File: src/rtl/vending_pkg.sv
// rtl/vending_pkg.sv - coin/change codes, dispenser states and price lookup for the vending ledger
package vending_pkg;

    localparam logic [1:0] COIN_1  = 2'd0;
    localparam logic [1:0] COIN_5  = 2'd1;
    localparam logic [1:0] COIN_10 = 2'd2;
    localparam logic [1:0] COIN_20 = 2'd3;

    localparam logic [1:0] CHG_1  = 2'd0;
    localparam logic [1:0] CHG_5  = 2'd1;
    localparam logic [1:0] CHG_10 = 2'd2;

    typedef enum logic [1:0] {
        ST_IDLE = 2'd0,
        ST_DISP = 2'd1,
        ST_GAP  = 2'd2
    } disp_state_e;

    function automatic logic [7:0] coin_value(input logic [1:0] code);
        case (code)
            COIN_1:  return 8'd1;
            COIN_5:  return 8'd5;
            COIN_10: return 8'd10;
            default: return 8'd20;
        endcase
    endfunction

    function automatic logic [7:0] change_value(input logic [1:0] code);
        case (code)
            CHG_10:  return 8'd10;
            CHG_5:   return 8'd5;
            default: return 8'd1;
        endcase
    endfunction

    function automatic logic [7:0] price_of(input logic [1:0] item,
                                            input logic [7:0] p0, input logic [7:0] p1,
                                            input logic [7:0] p2, input logic [7:0] p3);
        case (item)
            2'd0:    return p0;
            2'd1:    return p1;
            2'd2:    return p2;
            default: return p3;
        endcase
    endfunction

endpackage

File: src/rtl/vending_change_disp.sv
// rtl/vending_change_disp.sv - paced change dispenser: greedy 10/5/1 ejection with an idle gap between coins
module vending_change_disp
    import vending_pkg::*;
#(
    parameter int DISP_GAP = 100
) (
    input  logic       clk,
    input  logic       rst_n,
    input  logic       charge_st_flag,
    input  logic       credit_in,
    input  logic [7:0] balance,
    output logic [7:0] debit,
    output logic       change_pulse,
    output logic [1:0] change_coin,
    output logic       change_busy,
    output logic       change_done
);

    localparam int GW = (DISP_GAP < 1) ? 1 : $clog2(DISP_GAP + 1);

    disp_state_e   state_q;
    logic [GW-1:0] gap_cnt_q;
    logic          done_q;
    logic [1:0]    coin_sel;
    logic          ejecting;

    always_comb begin
        coin_sel = CHG_1;
        if (balance >= 8'd10)
            coin_sel = CHG_10;
        else if (balance >= 8'd5)
            coin_sel = CHG_5;
    end

    assign ejecting     = (state_q == ST_DISP) && (balance != 8'd0);
    assign change_pulse = ejecting;
    assign change_coin  = ejecting ? coin_sel : 2'd0;
    assign debit        = ejecting ? change_value(coin_sel) : 8'd0;
    assign change_busy  = (state_q != ST_IDLE);
    assign change_done  = done_q;

    // A refund of an already-empty balance reports done on entry to DISP; the
    // following empty DISP then leaves without a second done pulse.
    always_ff @(posedge clk or negedge rst_n) begin
        if (!rst_n) begin
            state_q   <= ST_IDLE;
            gap_cnt_q <= '0;
            done_q    <= 1'b0;
        end else begin
            done_q <= 1'b0;
            case (state_q)
                ST_IDLE: begin
                    if (charge_st_flag) begin
                        state_q <= ST_DISP;
                        done_q  <= (balance == 8'd0) && !credit_in;
                    end
                end
                ST_DISP: begin
                    if (balance != 8'd0) begin
                        state_q   <= ST_GAP;
                        gap_cnt_q <= '0;
                    end else if (!credit_in) begin
                        state_q <= ST_IDLE;
                        done_q  <= !done_q;
                    end
                end
                ST_GAP: begin
                    if (32'(gap_cnt_q) + 1 >= DISP_GAP)
                        state_q <= ST_DISP;
                    else
                        gap_cnt_q <= gap_cnt_q + 1'b1;
                end
                default: state_q <= ST_IDLE;
            endcase
        end
    end

endmodule

File: src/rtl/vending_ledger.sv
// rtl/vending_ledger.sv - vending balance register arbitrating coin credit, purchase debit and change debit
module vending_ledger
    import vending_pkg::*;
#(
    parameter int DISP_GAP = 100,
    parameter int PRICE0   = 3,
    parameter int PRICE1   = 5,
    parameter int PRICE2   = 8,
    parameter int PRICE3   = 12,
    parameter int BAL_MAX  = 255
) (
    input  logic       clk,
    input  logic       rst_n,
    input  logic [1:0] item_sel,
    input  logic [1:0] coin_val,
    input  logic       coin_fn_flag,
    input  logic       pay_st_flag,
    input  logic       charge_st_flag,
    output logic       nonenough_flag,
    output logic [7:0] balance,
    output logic       paid_flag,
    output logic [1:0] paid_item,
    output logic       pay_fail_flag,
    output logic       coin_reject_flag,
    output logic       change_pulse,
    output logic [1:0] change_coin,
    output logic       change_busy,
    output logic       change_done
);

    logic [7:0] balance_q, balance_d;
    logic       paid_q, paid_d;
    logic [1:0] paid_item_q, paid_item_d;
    logic       fail_q, fail_d;
    logic       rej_q, rej_d;
    logic [7:0] price;
    logic [7:0] debit;
    logic [7:0] post_pay;
    logic [8:0] sum;
    logic       pay_ok;
    logic       coin_ok;

    assign price          = price_of(item_sel, 8'(PRICE0), 8'(PRICE1), 8'(PRICE2), 8'(PRICE3));
    assign nonenough_flag = (balance_q < price);

    // Pay is judged on the pre-coin balance; the coin's overflow test then
    // sees the balance after the purchase or change debit.
    always_comb begin
        pay_ok      = pay_st_flag && !nonenough_flag && !change_busy;
        post_pay    = balance_q - (pay_ok ? price : 8'd0) - debit;
        sum         = {1'b0, post_pay} + {1'b0, coin_value(coin_val)};
        coin_ok     = coin_fn_flag && (sum <= 9'(BAL_MAX));
        balance_d   = coin_ok ? sum[7:0] : post_pay;
        paid_d      = pay_ok;
        fail_d      = pay_st_flag && !pay_ok;
        rej_d       = coin_fn_flag && !coin_ok;
        paid_item_d = pay_ok ? item_sel : paid_item_q;
    end

    always_ff @(posedge clk or negedge rst_n) begin
        if (!rst_n) begin
            balance_q   <= 8'd0;
            paid_q      <= 1'b0;
            paid_item_q <= 2'd0;
            fail_q      <= 1'b0;
            rej_q       <= 1'b0;
        end else begin
            balance_q   <= balance_d;
            paid_q      <= paid_d;
            paid_item_q <= paid_item_d;
            fail_q      <= fail_d;
            rej_q       <= rej_d;
        end
    end

    assign balance          = balance_q;
    assign paid_flag        = paid_q;
    assign paid_item        = paid_item_q;
    assign pay_fail_flag    = fail_q;
    assign coin_reject_flag = rej_q;

    vending_change_disp #(
        .DISP_GAP(DISP_GAP)
    ) u_change_disp (
        .clk           (clk),
        .rst_n         (rst_n),
        .charge_st_flag(charge_st_flag),
        .credit_in     (coin_ok),
        .balance       (balance_q),
        .debit         (debit),
        .change_pulse  (change_pulse),
        .change_coin   (change_coin),
        .change_busy   (change_busy),
        .change_done   (change_done)
    );

endmodule

File: config.mk
export PLATFORM = sky130hd
export DESIGN_NAME = vending_ledger
export DESIGN_NICKNAME = d
export VERILOG_FILES = /design/src/rtl/vending_pkg.sv /design/src/rtl/vending_change_disp.sv /design/src/rtl/vending_ledger.sv
export SDC_FILE = /design/constraint.sdc
export NUM_CORES = 1
export LEC_CHECK = 0
export BUFFER_PORTS_ARGS = -buffer_cell sky130_fd_sc_hd__buf_2
export CAP_MARGIN = 5
export CORE_MARGIN = 2
export CORE_UTILIZATION = 30
export CTS_CLUSTER_SIZE = 20
export DETAILED_ROUTE_END_ITERATION = 16
export SKIP_CTS_REPAIR_TIMING = 1
export SYNTH_ARGS = -nofsm -noshare
export SYNTH_HDL_FRONTEND = slang
export SYNTH_HIERARCHICAL = 1
export SYNTH_SLANG_ARGS = --single-unit
File: constraint.sdc
create_clock -name clk -period 5.35 [get_ports clk]
set_input_delay 1.07 -clock clk [delete_from_list [all_inputs] [get_ports clk]]
set_output_delay 1.07 -clock clk [all_outputs]
set_load 0.03 [all_outputs]
==> results.py, run 1 <==
metrics = {
    "placed_design": {
        "dp_hpwl_um": 4500,
        "gp_congestion": 0.839,
        "dpl.cell_count": 403,
        "io_buffers": 27,
        "pre_cts_ws_ps": -90.7,
    },
    "route": {
        "firstDrtPassIters": 4,
        "vias_per_cell": 4.97,
        "wl_per_cell_um": 13.6,
        "vias": 2022,
        "ant_nets": 0,
        "wirelength_um": 5540,
        "dr.first_iter.drc_count": 95,
        "drcViolationCount": 0,
    },
    "floorplanning": {
        "die_y_um": 93.7,
        "die_w_um": 93.7,
        "start_util_pct": 31.1,
        "rows": 32,
        "core_sq_mm": 0.00777,
        "io_pins": 28,
        "dieArea_sq_mm": 0.00877,
    },
    "clock_network": {
        "clockRootBuffer": "clkbuf_8",
        "cts_num_sinks": 23,
        "cts_htree_levels": 1,
        "clk_latency_ps": 270,
        "numCtsBuffers": 3,
        "cts_tree": "yes",
        "clk_pin_slew_worst_paths_ps": 100,
        "clk_path_buf_depth": 2,
    },
    "grt": {
        "grt_pass1_wl_um": 9400,
        "met3_usage_pct": 2.25,
        "antenna_found_initial": 0,
        "grt_overflow": 0,
        "top_usage_layer": "met2",
        "grt_start_max_net_pins": 24,
        "met1_usage_pct": 18.4,
        "track_usage_pct": 13.4,
        "grt_pass1_vias": 1967,
        "grt_use_met2_pct": 22.8,
    },
    "finish": {
        "syn2layout_area_growth_pct": 14.0,
        "instances_no_fill": 407,
        "final_layout_size_suffix_gt1_share_pct": 22.6,
        "nNetsFinal": 344,
        "post-route-util_pct": 35.4,
        "nFillCells": 836,
        "num_antenna_cells": 0,
    },
    "sta": {
        "period_minus_slack_ps": 5060,
        "setup_violations": 0,
        "hold_viol_final": 0,
        "final.setup.tns_ps": 0,
        "drv_slew": 0,
        "worst_pin_slew_ps": 568,
        "clock_skew_ps": 11.4,
        "timing.fmax_ghz": 0.198,
        "slew_headroom_pct": 61.8,
        "setup_ws_ps": 290,
        "fin_crit_sh_pct": 94.6,
    },
    "logic_synthesis": {
        "synth_top_family_by_area": "compound AO/OA/AOI/OAI gates",
        "synthSimpleGateAreaFrac_pct": 19.7,
        "synth_compound_area_share_pct": 21.5,
        "synth-edff-count": 0,
        "yosys_register_bits": 23,
        "yosysWarnings": 6,
        "syn-instance-count": 271,
        "yosysSeqAreaShare_pct": 23.9,
        "synthXorXnorAreaFrac_pct": 3.84,
        "synth.area.top_cells": "dfrtp_1 24%, ha_1 12%, inv_1 4.8%, fa_1 4.1%, nand2_1 3.9%",
        "yosys.area.top_type": "dfrtp_1",
        "synth.area.mux_share_pct": 5.19,
        "ys_async_sr_fraction_pct": 100,
        "avgSynthCellArea_sq_um": 8.90,
        "ys_types": 67,
        "synthesis.area_sq_mm": 0.00241,
        "synthFlopType": "dfrtp_1",
        "yosys.area.top_type_share_pct": 23.9,
        "synth_adder_area_share_pct": 16.6,
    },
    "worst_hold_path": {
        "min_path_type": "flip-flop to flip-flop",
    },
    "run_status": {
        "status": "completed",
    },
    "setup_path": {
        "crit_type": "input port to flip-flop",
        "end_kind": "flip-flop",
        "cp-start-kind": "input port",
        "cp.required_ps": 5520,
        "crit_fanout": 4,
        "arrival_ps": 5230,
    },
    "job": {
        "drv_cap": 0,
    },
}
## stage by stage
stage / area, sq um / hold slack, ps
final: 2750 / 496
after global routing: 2750 / 514
after CTS: 2730 / 500
after detailed placement: 2680 / 474
after global placement: 2680 / 467
after floorplan: 2420 / 510
## area by class of cell
class	count	area, sq um	share of cell area, %
clock buffer	3	41.3	1.50
clock inverter	1	5.00	0.182
inverter	34	128	4.64
multi-input combinational	205	1650	59.9
sequential	23	576	20.9
tap	102	128	4.64
timing repair buffer	39	225	8.19
## worst max-delay path, cell delays in order
cell	delay, ps
buf_2	100
inv_1	110
nand2_1	70
ha_1	270
o21a_1	110
o21a_1	170
o21ai_1	110
nand3_1	120
and3b_1	230
and3_1	200
ha_1	310
fa_1	410
buf_4	150
xor2_1	210
inv_2	60
ha_1	320
a21oi_1	230
a21oi_1	130
o2111a_1	270
o2111ai_1	210
mux2_1	350
## synth_stat cells (5+ instances only)
cell type / number
a21oi_1: 7
nand2_1: 25
buf_4: 7
nor2_1: 14
o211ai_1: 5
and2_1: 5
ha_1: 24
o21ai_1: 6
fa_1: 5
o21ai_0: 12
inv_1: 31
dfrtp_1: 23
nand3_1: 10
## path summary, 6_finish.rpt
check | start | to | slack (ps) | cells after the start
hold / removal | paid_item[0] | paid_item[0] | 500 | 1
min in group asynchronous | rst_n | pay_fail_flag | 780 | 1
hold reg to reg | paid_item[0] | paid_item[0] | 500 | 1
setup reg to reg | balance[1] | balance[7] | 730 | 18
max in group asynchronous | rst_n | u_change_disp/state_q[1] | 4190 | 1
setup / recovery | item_sel[1] | balance[7] | 290 | 21
## cell families (layout without fill, tap and decap cells)
| group | Yosys count | in the layout |
|---|---|---|
| flops | 23 | 23 |
| xor+xnor | 9 | 9 |
| simple gates | 88 | 88 |
| fa+ha+maj | 29 | 29 |
| compound gates | 65 | 65 |
| mux | 10 | 10 |
| other cells | 1 | 4 |
| buf+inv | 46 | 77 |
## metal layers
metal  vias up  wire, um
li1       1018         -
met1       968      2570
met2        32      2710
met3         4       232
met4         0        30
met5         -         0
## placed cells by master, fill, tap and decap left out, types with 5 or more instances in the layout
cell / synthesis / layout
buf_4: 7 / 12
nand3_1: 10 / 10
o21ai_1: 6 / 6
o21ai_0: 12 / 12
o211ai_1: 5 / 5
nand2_1: 25 / 25
buf_2: 0 / 27
inv_1: 31 / 31
fa_1: 5 / 5
nor2_1: 14 / 14
a21oi_1: 7 / 5
ha_1: 24 / 24
and2_1: 5 / 5
dfrtp_1: 23 / 23
## registers in the layout (all words and copies together) (netlist names)
name,count
paid_item,2
u_change_disp/gap_cnt_q,7
u_change_disp/change_done,1
coin_reject_flag,1
balance,8
paid_flag,1
u_change_disp/state_q,2
pay_fail_flag,1
Power of run 1 is not shown: default switching activity piles up to over one toggle a cycle in this logic, so the estimate is an artifact.
==> run 2, diff against run 1 <==
CORE_UTILIZATION = 59   (was 30)
PLACE_DENSITY = 0.8   (was not set)
==> run 2 against run 1 <==
Against the previous run:
- sequential cell count unchanged
- first-iteration DRC count increased by 99%
- critical path depth increased by 4
- clock-buffer cell count unchanged
- sequential share of layout area increased by 0.59 points
- wire length decreased by 5.0%
- register-to-register slack about the same
- final cell count decreased by 13%
- utilization increased by 32 points
- non-clock buffer count unchanged
- fmax decreased by 0.35%
==> results.py, run 2 (synthesized netlist as in run 1, its figures left out) <==
metrics = {
    "placed_design": {
        "dpl.cell_count": 348,
        "io_buffers": 27,
        "dp_hpwl_um": 4230,
        "gp_congestion": 0.893,
        "pre_cts_ws_ps": -156,
    },
    "job": {
        "drv_cap": 0,
    },
    "floorplanning": {
        "rows": 23,
        "die_w_um": 67.9,
        "die_y_um": 67.9,
        "dieArea_sq_mm": 0.00462,
        "io_pins": 28,
        "core_sq_mm": 0.00397,
        "start_util_pct": 60.7,
    },
    "sta": {
        "setup_ws_ps": 272,
        "period_minus_slack_ps": 5080,
        "rsz0062_at_grt": "false",
        "fin_crit_sh_pct": 94.9,
        "hold_viol_final": 0,
        "drv_slew": 0,
        "final.setup.tns_ps": 0,
        "setup_violations": 0,
        "worst_pin_slew_ps": 562,
        "hold_ws_ps": 506,
        "slew_headroom_pct": 62.2,
        "timing.fmax_ghz": 0.197,
        "clock_skew_ps": 5.91,
    },
    "finish": {
        "num_antenna_cells": 0,
        "nFillCells": 324,
        "largest_reg_flops": 8,
        "layout_commonest_cell": "inv_1",
        "syn2layout_area_growth_pct": 10.9,
        "final_cell_mix": "31 x inv_1, 27 x buf_2, 25 x nand2_1, 24 x ha_1, 23 x dfrtp_1",
        "final_layout_size_suffix_gt1_share_pct": 22.6,
        "nNetsFinal": 344,
        "instances_no_fill": 355,
    },
    "route": {
        "firstDrtPassIters": 5,
        "ant_nets": 0,
        "wl_per_cell_um": 14.8,
        "dr.first_iter.drc_count": 189,
        "wirelength_um": 5270,
        "vias_per_cell": 5.86,
        "vias": 2079,
        "drcViolationCount": 0,
    },
    "setup_path": {
        "timing.reg2reg.setup_slack_ps": 720,
        "crit_type": "input port to flip-flop",
        "crit_fanout": 5,
        "cp-start-kind": "input port",
        "slowest_delay_ps": 420,
        "cp.required_ps": 5530,
        "crit_top_cell": "ha_1",
        "end_kind": "flip-flop",
        "cpMaxStageDelayCell": "fa_1",
        "arrival_ps": 5260,
    },
    "clock_network": {
        "clk_latency_ps": 260,
        "clockRootBuffer": "clkbuf_8",
        "numCtsBuffers": 3,
        "clk_path_buf_depth": 2,
        "cts_num_sinks": 23,
        "cts_tree": "yes",
        "clk_pin_slew_worst_paths_ps": 90,
        "cts_htree_levels": 1,
    },
    "run_status": {
        "status": "completed",
    },
    "worst_hold_path": {
        "min_path_type": "flip-flop to flip-flop",
    },
    "grt": {
        "grt_overflow": 0,
        "track_usage_pct": 23.9,
        "antenna_found_initial": 0,
        "grt_start_max_net_pins": 24,
        "grt_pass1_vias": 1923,
        "grt_pass1_wl_um": 8650,
    },
}
-- run 2: cell counts in the layout (fill, tap and decap cells not counted) --
No cell type changed its count.
-- run 2: worst paths after layout --
check	start	endpoint	depth (start not counted)
setup / recovery	item_sel[0]	u_change_disp/state_q[1]	25
min in group asynchronous	rst_n	pay_fail_flag	1
max in group asynchronous	rst_n	balance[2]	1
hold reg to reg	paid_item[1]	paid_item[1]	1
hold / removal	paid_item[1]	paid_item[1]	1
setup reg to reg	balance[1]	u_change_disp/state_q[1]	22
-- run 2: layout make-up --
cell class | instances | area [sq um] | area share (%)
clock buffers | 3 | 41.3 | 1.54
clock inverters | 1 | 5.00 | 0.187
inverters | 34 | 128 | 4.77
multi-input cells | 205 | 1640 | 61.2
flip-flops and latches | 23 | 576 | 21.5
well taps | 50 | 62.6 | 2.34
repair buffers | 39 | 225 | 8.42
-- run 2: metrics by stage --
step / instance area [sq um] / util (%)
2_1_floorplan: 2420 / -
3_3_place_gp: 2590 / 65.3
3_5_place_dp: 2590 / 65.3
4_1_cts: 2640 / 66.5
5_1_grt: 2680 / 67.4
6_report: 2680 / 67.4
-- run 2: layer usage --
layer  track usage, %  part of all wire [%]  up-vias
met2             40.3                    48       54
li1                 -                     -     1019
met5                0                     0        -
met4             4.75                  0.84        0
met1             33.8                    47     1002
met3             1.64                   3.7        4
-- run 2: critical path: cells and delay by family --
family | cells | cell delay [ps]
compound gates | 10 | 1410
fa+ha+maj | 4 | 1330
simple gates | 6 | 890
buf+inv | 4 | 330
mux | 1 | 220
Power of run 2 is left out for the same reason.
